### config.mk
export PLATFORM = sky130hd
export DESIGN_NAME = hazard_ctrl
export DESIGN_NICKNAME = d
export VERILOG_FILES = /design/src/rtl/mips_pkg.sv /design/src/rtl/muldiv_busy_cnt.sv /design/src/rtl/hazard_ctrl.sv
export SDC_FILE = /design/constraint.sdc
export NUM_CORES = 1
export LEC_CHECK = 0
export CAP_MARGIN = 20
export CORE_UTILIZATION = 29
export DETAILED_ROUTE_END_ITERATION = 8
export GPL_TIMING_DRIVEN = 0
export PLACE_DENSITY_LB_ADDON = 0.15
export SLEW_MARGIN = 30
export SYNTH_ARGS = -nofsm -noshare
export SYNTH_HDL_FRONTEND = slang
export SYNTH_SLANG_ARGS = --single-unit
export TNS_END_PERCENT = 10
### constraint.sdc
create_clock -name clk -period 1.6 [get_ports clk]
set_input_delay 0.32 -clock clk [delete_from_list [all_inputs] [get_ports clk]]
set_output_delay 0.32 -clock clk [all_outputs]
set_load 0.01 [all_outputs]
### src/rtl/mips_pkg.sv
// Shared types and constants for the MIPS pipeline control blocks.
package mips_pkg;

  localparam int REG_AW         = 5;
  localparam int MULDIV_LAT_DEF = 4;

  localparam logic [REG_AW-1:0] REG_ZERO = '0;

  typedef enum logic [1:0] {
    RUN         = 2'd0,
    LOAD_STALL  = 2'd1,
    MULDIV_WAIT = 2'd2
  } hz_state_t;

endpackage

### src/rtl/muldiv_busy_cnt.sv
// Tracks an in-flight mult/div op: loads LAT on start, counts down to zero.
// Latency: busy rises the cycle after start and stays high for LAT cycles.
// Backpressure: none; a start while busy simply reloads the count.
module muldiv_busy_cnt
  import mips_pkg::*;
#(
  parameter int LAT = MULDIV_LAT_DEF
) (
  input  logic clk,
  input  logic rst_n,
  input  logic start,
  output logic busy
);

  logic [3:0] cnt;

  always_ff @(posedge clk or negedge rst_n) begin
    if (!rst_n) begin
      cnt <= '0;
    end else if (start) begin
      cnt <= 4'(LAT);
    end else if (cnt != 4'd0) begin
      cnt <= cnt - 4'd1;
    end
  end

  assign busy = (cnt != 4'd0);

endmodule

### src/rtl/hazard_ctrl.sv
// Pipeline hazard controller: load-use bubbles, branch flush, mult/div HI/LO interlock.
// Latency: all controls are combinational from current inputs and busy state.
// Backpressure: stall holds PC and IF/ID; optional HAZARD_PERF_CNT_EN adds stall counters.
module hazard_ctrl
  import mips_pkg::*;
#(
  parameter int MULDIV_LAT = MULDIV_LAT_DEF,
  parameter int REG_AW     = mips_pkg::REG_AW
) (
  input  logic              clk,
  input  logic              rst_n,
  input  logic [REG_AW-1:0] id_rs,
  input  logic [REG_AW-1:0] id_rt,
  input  logic              id_uses_rs,
  input  logic              id_uses_rt,
  input  logic              id_reads_hilo,
  input  logic              id_muldiv,
  input  logic              ex_mem_read,
  input  logic [REG_AW-1:0] ex_rt,
  input  logic              id_branch_taken,
  output logic              pc_write,
  output logic              ifid_write,
  output logic              ifid_flush,
  output logic              idex_bubble,
  output logic              muldiv_start,
  output logic              muldiv_busy
`ifdef HAZARD_PERF_CNT_EN
  ,
  output logic [15:0]       perf_load_stalls,
  output logic [15:0]       perf_muldiv_stalls
`endif
);

  logic      load_use;
  logic      muldiv_hz;
  logic      stall;
  hz_state_t state;

  // Register 0 is hardwired, so a load targeting it can never create a hazard.
  assign load_use = ex_mem_read && (ex_rt != REG_AW'(REG_ZERO)) &&
                    ((id_uses_rs && (id_rs == ex_rt)) ||
                     (id_uses_rt && (id_rt == ex_rt)));

  assign muldiv_hz = muldiv_busy && (id_reads_hilo || id_muldiv);
  assign stall     = load_use || muldiv_hz;

  assign pc_write     = !stall;
  assign ifid_write   = !stall;
  assign idex_bubble  = stall;
  // A taken branch with pending operands waits; it re-resolves next cycle.
  assign ifid_flush   = id_branch_taken && !stall;
  assign muldiv_start = id_muldiv && !stall;

  muldiv_busy_cnt #(
    .LAT(MULDIV_LAT)
  ) u_busy_cnt (
    .clk  (clk),
    .rst_n(rst_n),
    .start(muldiv_start),
    .busy (muldiv_busy)
  );

  // Debug-only state; no output is derived from it.
  always_ff @(posedge clk or negedge rst_n) begin
    if (!rst_n) begin
      state <= RUN;
    end else begin
      case (state)
        RUN: begin
          if (load_use)       state <= LOAD_STALL;
          else if (muldiv_hz) state <= MULDIV_WAIT;
        end
        LOAD_STALL:  state <= RUN;
        MULDIV_WAIT: if (!muldiv_busy) state <= RUN;
        default:     state <= RUN;
      endcase
    end
  end

`ifdef HAZARD_PERF_CNT_EN
  // Coincident stalls are attributed to the load-use counter only.
  always_ff @(posedge clk or negedge rst_n) begin
    if (!rst_n) begin
      perf_load_stalls   <= '0;
      perf_muldiv_stalls <= '0;
    end else begin
      if (load_use && (perf_load_stalls != 16'hFFFF))
        perf_load_stalls <= perf_load_stalls + 16'd1;
      if (muldiv_hz && !load_use && (perf_muldiv_stalls != 16'hFFFF))
        perf_muldiv_stalls <= perf_muldiv_stalls + 16'd1;
    end
  end
`endif

endmodule

==> results of run 1 <==
==> worst max-delay path: cells and delay by family <==
kind                   cells  cell delay, ns
and+or+nand+nor            1            0.52
AOI/OAI and AO/OA          2            0.37
buffers and inverters      4            0.36
==> kinds of logic after synthesis <==
kind of cell,share of synthesized area [%]
AOI/OAI and AO/OA,16.7
xor gates and xnor gates,24.7
adders and majority gates,6.41
buffers and inverters,6.73
DFF,25.6
and+or+nand+nor,19.9
==> worst max-delay path by stage <==
stage,end,from,slack [ns],cells past startpoint
4_1_cts,idex_bubble,ex_rt[2],-0.32,7
3_3_place_gp,ifid_flush,ex_rt[4],-1.14,6
5_1_grt,idex_bubble,ex_rt[2],-0.36,7
3_5_place_dp,ifid_flush,ex_rt[4],-1.13,6
6_report,idex_bubble,ex_rt[2],-0.30,7
2_1_floorplan,ifid_flush,ex_rt[4],-0.17,4
==> report_power, final <==
group          switching [mW]  total (mW)  internal [mW]
Sequential             0.0417       0.199          0.157
Clock                  0.0348       0.118         0.0834
Combinational           0.199       0.439          0.240
==> cells in the final DEF, fill, tap and decap left out, types with 2 or more instances in the layout <==
| cell | count |
|---|---|
| xnor2_1 | 10 |
| inv_2 | 2 |
| buf_2 | 7 |
| nand4_1 | 2 |
| dfrtp_1 | 4 |
| buf_6 | 2 |
| a31o_1 | 2 |
| dlygate4sd2_1 | 5 |
| ha_1 | 2 |
| nor2_1 | 7 |
| clkdlybuf4s50_1 | 8 |
| clkbuf_4 | 3 |
| nand2_1 | 2 |
| buf_4 | 4 |
| inv_1 | 2 |
| dlymetal6s2s_1 | 5 |
==> layer usage <==
metal  global-route usage, %  up-vias  part of all wire [%]  routed length [um]
li1                        -      222                     -                   -
met1                    16.1      183                    39                 399
met4                    7.76        0                     0                   0
met2                    28.7       17                    56                 571
met3                    4.62        0                   5.1                  52
met5                       0        -                     0                   0
==> metrics by stage <==
step	cell area, um2	hold slack, ns
2_1_floorplan	394	0.0244
3_3_place_gp	692	0.497
3_5_place_dp	692	0.519
4_1_cts	702	0.290
5_1_grt	714	0.300
6_report	714	0.294
==> final cells by class <==
type	count	area, um2	area share (%)
Clock buffer	3	22.5	3.15
Sequential cell	4	100	14.0
Tap cell	14	17.5	2.45
Buffer	1	7.51	1.05
Multi-Input combinational cell	37	270	37.8
Inverter	4	15.0	2.10
Timing Repair Buffer	31	282	39.4
==> what timing repair did <==
item | in CTS | in global routing
buffers inserted | 3 | 0
resized for setup | 55 | 5
endpoints found under the setup margin | 9 | 8
pin swaps | 11 | 8
hold buffers | 0 | 0
==> results.sh, run 1 <==
export IMPL_synth_seq_area_share_pct=25.6
export IMPL_place_congestion=0.688
export IMPL_yosys_warnings=0
export IMPL_hold_class="in -> async"
export IMPL_drive_gt1_share_pct=27.5
export IMPL_clock_skew_ns=0.00132
export IMPL_wirelength_um=1020
export IMPL_status="finished, violations left"
export IMPL_routed_via_density=4.49
export IMPL_ir_drop_mv=0.476
export IMPL_cts_root_buf="clkbuf_4"
export IMPL_grt_overflow=0
export IMPL_crit_fanout=3
export IMPL_rrSetupSlack_ns=0.44
export IMPL_crit_arrival_ns=1.58
export IMPL_cts_made_buffers=3
export IMPL_synth_edf_count=0
export IMPL_htree_levels=1
export IMPL_grt_total_usage_pct=15.8
export IMPL_min_period_ns=1.90
export IMPL_grt_start_max_net_pins=9
export IMPL_cts_sinks=4
export IMPL_final_util_pct=61.0
export IMPL_max_stage_delay_ns=0.52
export IMPL_place_ws_ns=-1.13
export IMPL_fin_nets=107
export IMPL_r2r_end="u_busy_cnt.cnt[0]"
export IMPL_stdcell_count=94
export IMPL_synth_main_ff_cell="dfrtp_1"
export IMPL_crit_type="in -> out"
export IMPL_die_w_um=38.7
export IMPL_relSlewSlack_pct=87.8
export IMPL_r2r_start="u_busy_cnt.cnt[0]"
export IMPL_drt_iter0_drc=3
export IMPL_core_area_mm2=0.00117
export IMPL_clk_pin_slew_ns=0.03
export IMPL_setup_viol=5
export IMPL_die_area_mm2=0.00150
export IMPL_vias=422
export IMPL_ff2ff_path_depth=5
export IMPL_synth_top_area_share_pct=25.6
export IMPL_worst_slew_pin_slew_ns=0.183
export IMPL_fin_crit_sh_pct=119
export IMPL_layout_area_overhead_vs_synth_pct=83.0
export IMPL_power_leakage_nw=0.366
export IMPL_rsz0062_at_grt="true"
export IMPL_setup_ws_ns=-0.302
export IMPL_synth_most_common_cell="xnor2_1"
export IMPL_maxSlewViolCount=0
export IMPL_die_h_um=38.7
export IMPL_synthesis_area_um2=390
export IMPL_power_density_mw_per_mm2=1060
export IMPL_grt_pass1_vias=418
export IMPL_clock_latency_ns=0.23
export IMPL_cts_tree="built"
export IMPL_numPortBuffers=28
export IMPL_reg_top3="u_busy_cnt.cnt (4)"
export IMPL_hpwlAfterDp_um=886
export IMPL_clockBufferDepth=2
export IMPL_synth_nets=72
export IMPL_antenna_found_initial=0
export IMPL_synthDistinctLibCells=20
export IMPL_critPathSlowestCell="or4_1"
export IMPL_async_reset_ff_share_pct=100
export IMPL_drt_first_pass_iters=4
export IMPL_synth_area_top_cells="dfrtp_1 (26%), xnor2_1 (22%), nor2_1 (6.7%)"
export IMPL_top_register="u_busy_cnt.cnt"
export IMPL_hold_violations=0
export IMPL_end_kind="output port"
export IMPL_start_util_pct=33.3
export IMPL_synth_area_leader_cell="dfrtp_1"
export IMPL_drc=0
export IMPL_wl_per_cell_um=10.9
export IMPL_p_total_mw=0.757
export IMPL_drtAntennaViolNets=0
export IMPL_largest_reg_flops=4
export IMPL_dpl_cell_count=89
export IMPL_cp_cell_sequence="buf_8 > or4_1 > o21a_1 > a21oi_2 > buf_4 > inv_2 > buf_6"
export IMPL_required_ns=1.28
export IMPL_timing_fmax_ghz=0.526
export IMPL_violations="negative setup slack"
export IMPL_tns_ns=-1.40
export IMPL_grt_pass1_wl_um=1610
export IMPL_synth_area_per_cell_um2=8.31
export IMPL_synth_seq_cells=4
export IMPL_rows=12
export IMPL_diodes=0
export IMPL_startpoint_type="input pin"
export IMPL_drv_cap=0
export IMPL_io_pins=29
export IMPL_fill_cells=115
export IMPL_netlist_top_cells_count="xnor2_1 (10), nor2_1 (7), dfrtp_1 (4), inv_1 (4)"
export IMPL_netlist_instances=47
No activity file was read; power rests on OpenSTA's default activity.
==> inputs of run 2 (changes only) <==
--- a/config.mk
+++ b/config.mk
@@ -6,8 +6,10 @@
 export NUM_CORES = 1
 export LEC_CHECK = 0
 export CAP_MARGIN = 20
-export CORE_UTILIZATION = 29
+export CORE_AREA = 2 2 39 41
+export CTS_CLUSTER_DIAMETER = 30
 export DETAILED_ROUTE_END_ITERATION = 8
+export DIE_AREA = 0 0 41 43
 export GPL_TIMING_DRIVEN = 0
 export PLACE_DENSITY_LB_ADDON = 0.15
 export SLEW_MARGIN = 30
==> constraint.sdc (replaced) <==
create_clock -name clk -period 2.3 [get_ports clk]
set_input_delay 0.46 -clock clk [delete_from_list [all_inputs] [get_ports clk]]
set_output_delay 0.46 -clock clk [all_outputs]
set_load 0.01 [all_outputs]
==> results.sh, run 2 (same netlist as run 1, synthesis figures left out) <==
export IMPL_clock_latency_ns=0.23
export IMPL_wirelength_um=864
export IMPL_rsz0062_at_grt="true"
export IMPL_place_congestion=0.589
export IMPL_fin_nets=105
export IMPL_pwr_share_comb_pct=57.3
export IMPL_cts_tree="built"
export IMPL_clockBufferDepth=2
export IMPL_required_ns=1.84
export IMPL_grt_overflow=0
export IMPL_worst_slew_pin_slew_ns=0.239
export IMPL_setup_viol=0
export IMPL_ir_drop_mv=0.330
export IMPL_vias=418
export IMPL_power_density_mw_per_mm2=739
export IMPL_top_register="u_busy_cnt.cnt"
export IMPL_cts_sinks=4
export IMPL_tns_ns=0
export IMPL_hpwlAfterDp_um=766
export IMPL_hold_class="in -> async"
export IMPL_internal_power_mw=0.335
export IMPL_reg_top3="u_busy_cnt.cnt (4)"
export IMPL_timing_fmax_ghz=0.443
export IMPL_drtAntennaViolNets=0
export IMPL_fin_crit_sh_pct=98.0
export IMPL_power_frac_clock_pct=16.4
export IMPL_core_area_mm2=0.00138
export IMPL_antenna_found_initial=0
export IMPL_die_h_um=43
export IMPL_crit_arrival_ns=1.80
export IMPL_hold_violations=0
export IMPL_io_pins=29
export IMPL_cts_root_buf="clkbuf_4"
export IMPL_crit_type="in -> out"
export IMPL_grt_start_max_net_pins=9
export IMPL_switching_share_pct=35.8
export IMPL_grt_pass1_vias=431
export IMPL_start_util_pct=28.2
export IMPL_grt_pass1_wl_um=1540
export IMPL_rows=14
export IMPL_startpoint_type="input pin"
export IMPL_drive_gt1_share_pct=20.5
export IMPL_diodes=0
export IMPL_drt_first_pass_iters=1
export IMPL_crit_fanout=4
export IMPL_final_common_cell="clkdlybuf4s50_1"
export IMPL_min_period_ns=2.26
export IMPL_die_w_um=41
export IMPL_drv_cap=0
export IMPL_power_leakage_nw=0.330
export IMPL_wl_per_cell_um=9.19
export IMPL_routed_via_density=4.45
export IMPL_status="complete, no violations"
export IMPL_grt_total_usage_pct=12.7
export IMPL_clock_skew_ns=0.00187
export IMPL_drt_iter0_drc=0
export IMPL_seqPwrFrac_pct=26.4
export IMPL_die_area_mm2=0.00176
export IMPL_most_common_layout_cells="clkdlybuf4s50_1 (12), xnor2_1 (10), nor2_1 (7), dlygate4sd2_1 (6)"
export IMPL_htree_levels=1
export IMPL_hold_ws_ns=0.422
export IMPL_clk_pin_slew_ns=0.04
export IMPL_layout_area_overhead_vs_synth_pct=80.8
export IMPL_numPortBuffers=28
export IMPL_drc=0
export IMPL_p_switching_mw=0.186
export IMPL_largest_reg_flops=4
export IMPL_end_kind="output port"
export IMPL_maxSlewViolCount=0
export IMPL_relSlewSlack_pct=84.1
export IMPL_cts_made_buffers=3
==> run 2: through the flow <==
stage	power (mW)	utilization, %	setup WS [ns]	instance area (um2)	instances
global placement	0.451	49.9	-0.792	691	91
floorplan	0.322	-	0.155	390	47
detailed placement	0.452	49.9	-0.792	691	91
finish	0.521	51.0	0.0449	706	94
CTS	0.534	50.3	-0.0230	696	96
global route	0.573	51.0	-0.0282	706	94
==> run 2: worst paths after layout <==
| check | startpoint | endpoint | slack [ns] | cells past startpoint |
|---|---|---|---|---|
| hold reg to reg | u_busy_cnt.cnt[3] | u_busy_cnt.cnt[3] | 0.51 | 1 |
| max in group asynchronous | rst_n | u_busy_cnt.cnt[3] | 1.72 | 1 |
| min in group clk | u_busy_cnt.cnt[3] | u_busy_cnt.cnt[3] | 0.51 | 1 |
| hold / removal | rst_n | u_busy_cnt.cnt[2] | 0.42 | 1 |
| setup reg to reg | u_busy_cnt.cnt[0] | u_busy_cnt.cnt[1] | 1.03 | 5 |
| setup / recovery | ex_rt[2] | muldiv_start | 0.04 | 6 |
==> run 2: cell type report <==
type	instances	area, um2
fillers	133	678
multi-input cells	37	270
repair buffers	29	270
flip-flops and latches	4	100
clock buffers	3	22.5
well taps	16	20.0
inverters	4	15.0
plain buffers	1	7.51
==> run 2: power by group through the flow <==
stage                     Clock (mW)  Combinational (mW)  Sequential (mW)
after floorplan                    0               0.190            0.132
after global placement             0               0.312            0.140
after detailed placement           0               0.313            0.139
after CTS                     0.0903               0.306            0.138
after global routing          0.0946               0.337            0.142
final                         0.0853               0.298            0.137
==> run 2: repair_timing <==
action                                  4_1_cts  5_1_grt
gates resized for setup                      36       10
pin swaps                                     7        9
endpoints found under the setup margin        5        6
hold buffers                                  0        0
cloned                                        0        0
setup buffers                                 2        0
==> run 2: critical path, cell delays in order <==
cell and delay, ns:
buf_6 0.10, or4_1 0.51, o21a_1 0.21, a21bo_1 0.21, nor2_1 0.09, clkdlybuf4s15_2 0.23
==> run 2: per-layer routing <==
| metal | vias to the layer above | share of wire [%] | track usage, % |
|---|---|---|---|
| li1 | 219 | - | - |
| met1 | 184 | 33 | 12.3 |
| met2 | 15 | 63 | 22.8 |
| met3 | 0 | 3.8 | 1.57 |
| met4 | 0 | 0 | 8.00 |
| met5 | - | 0 | 0 |
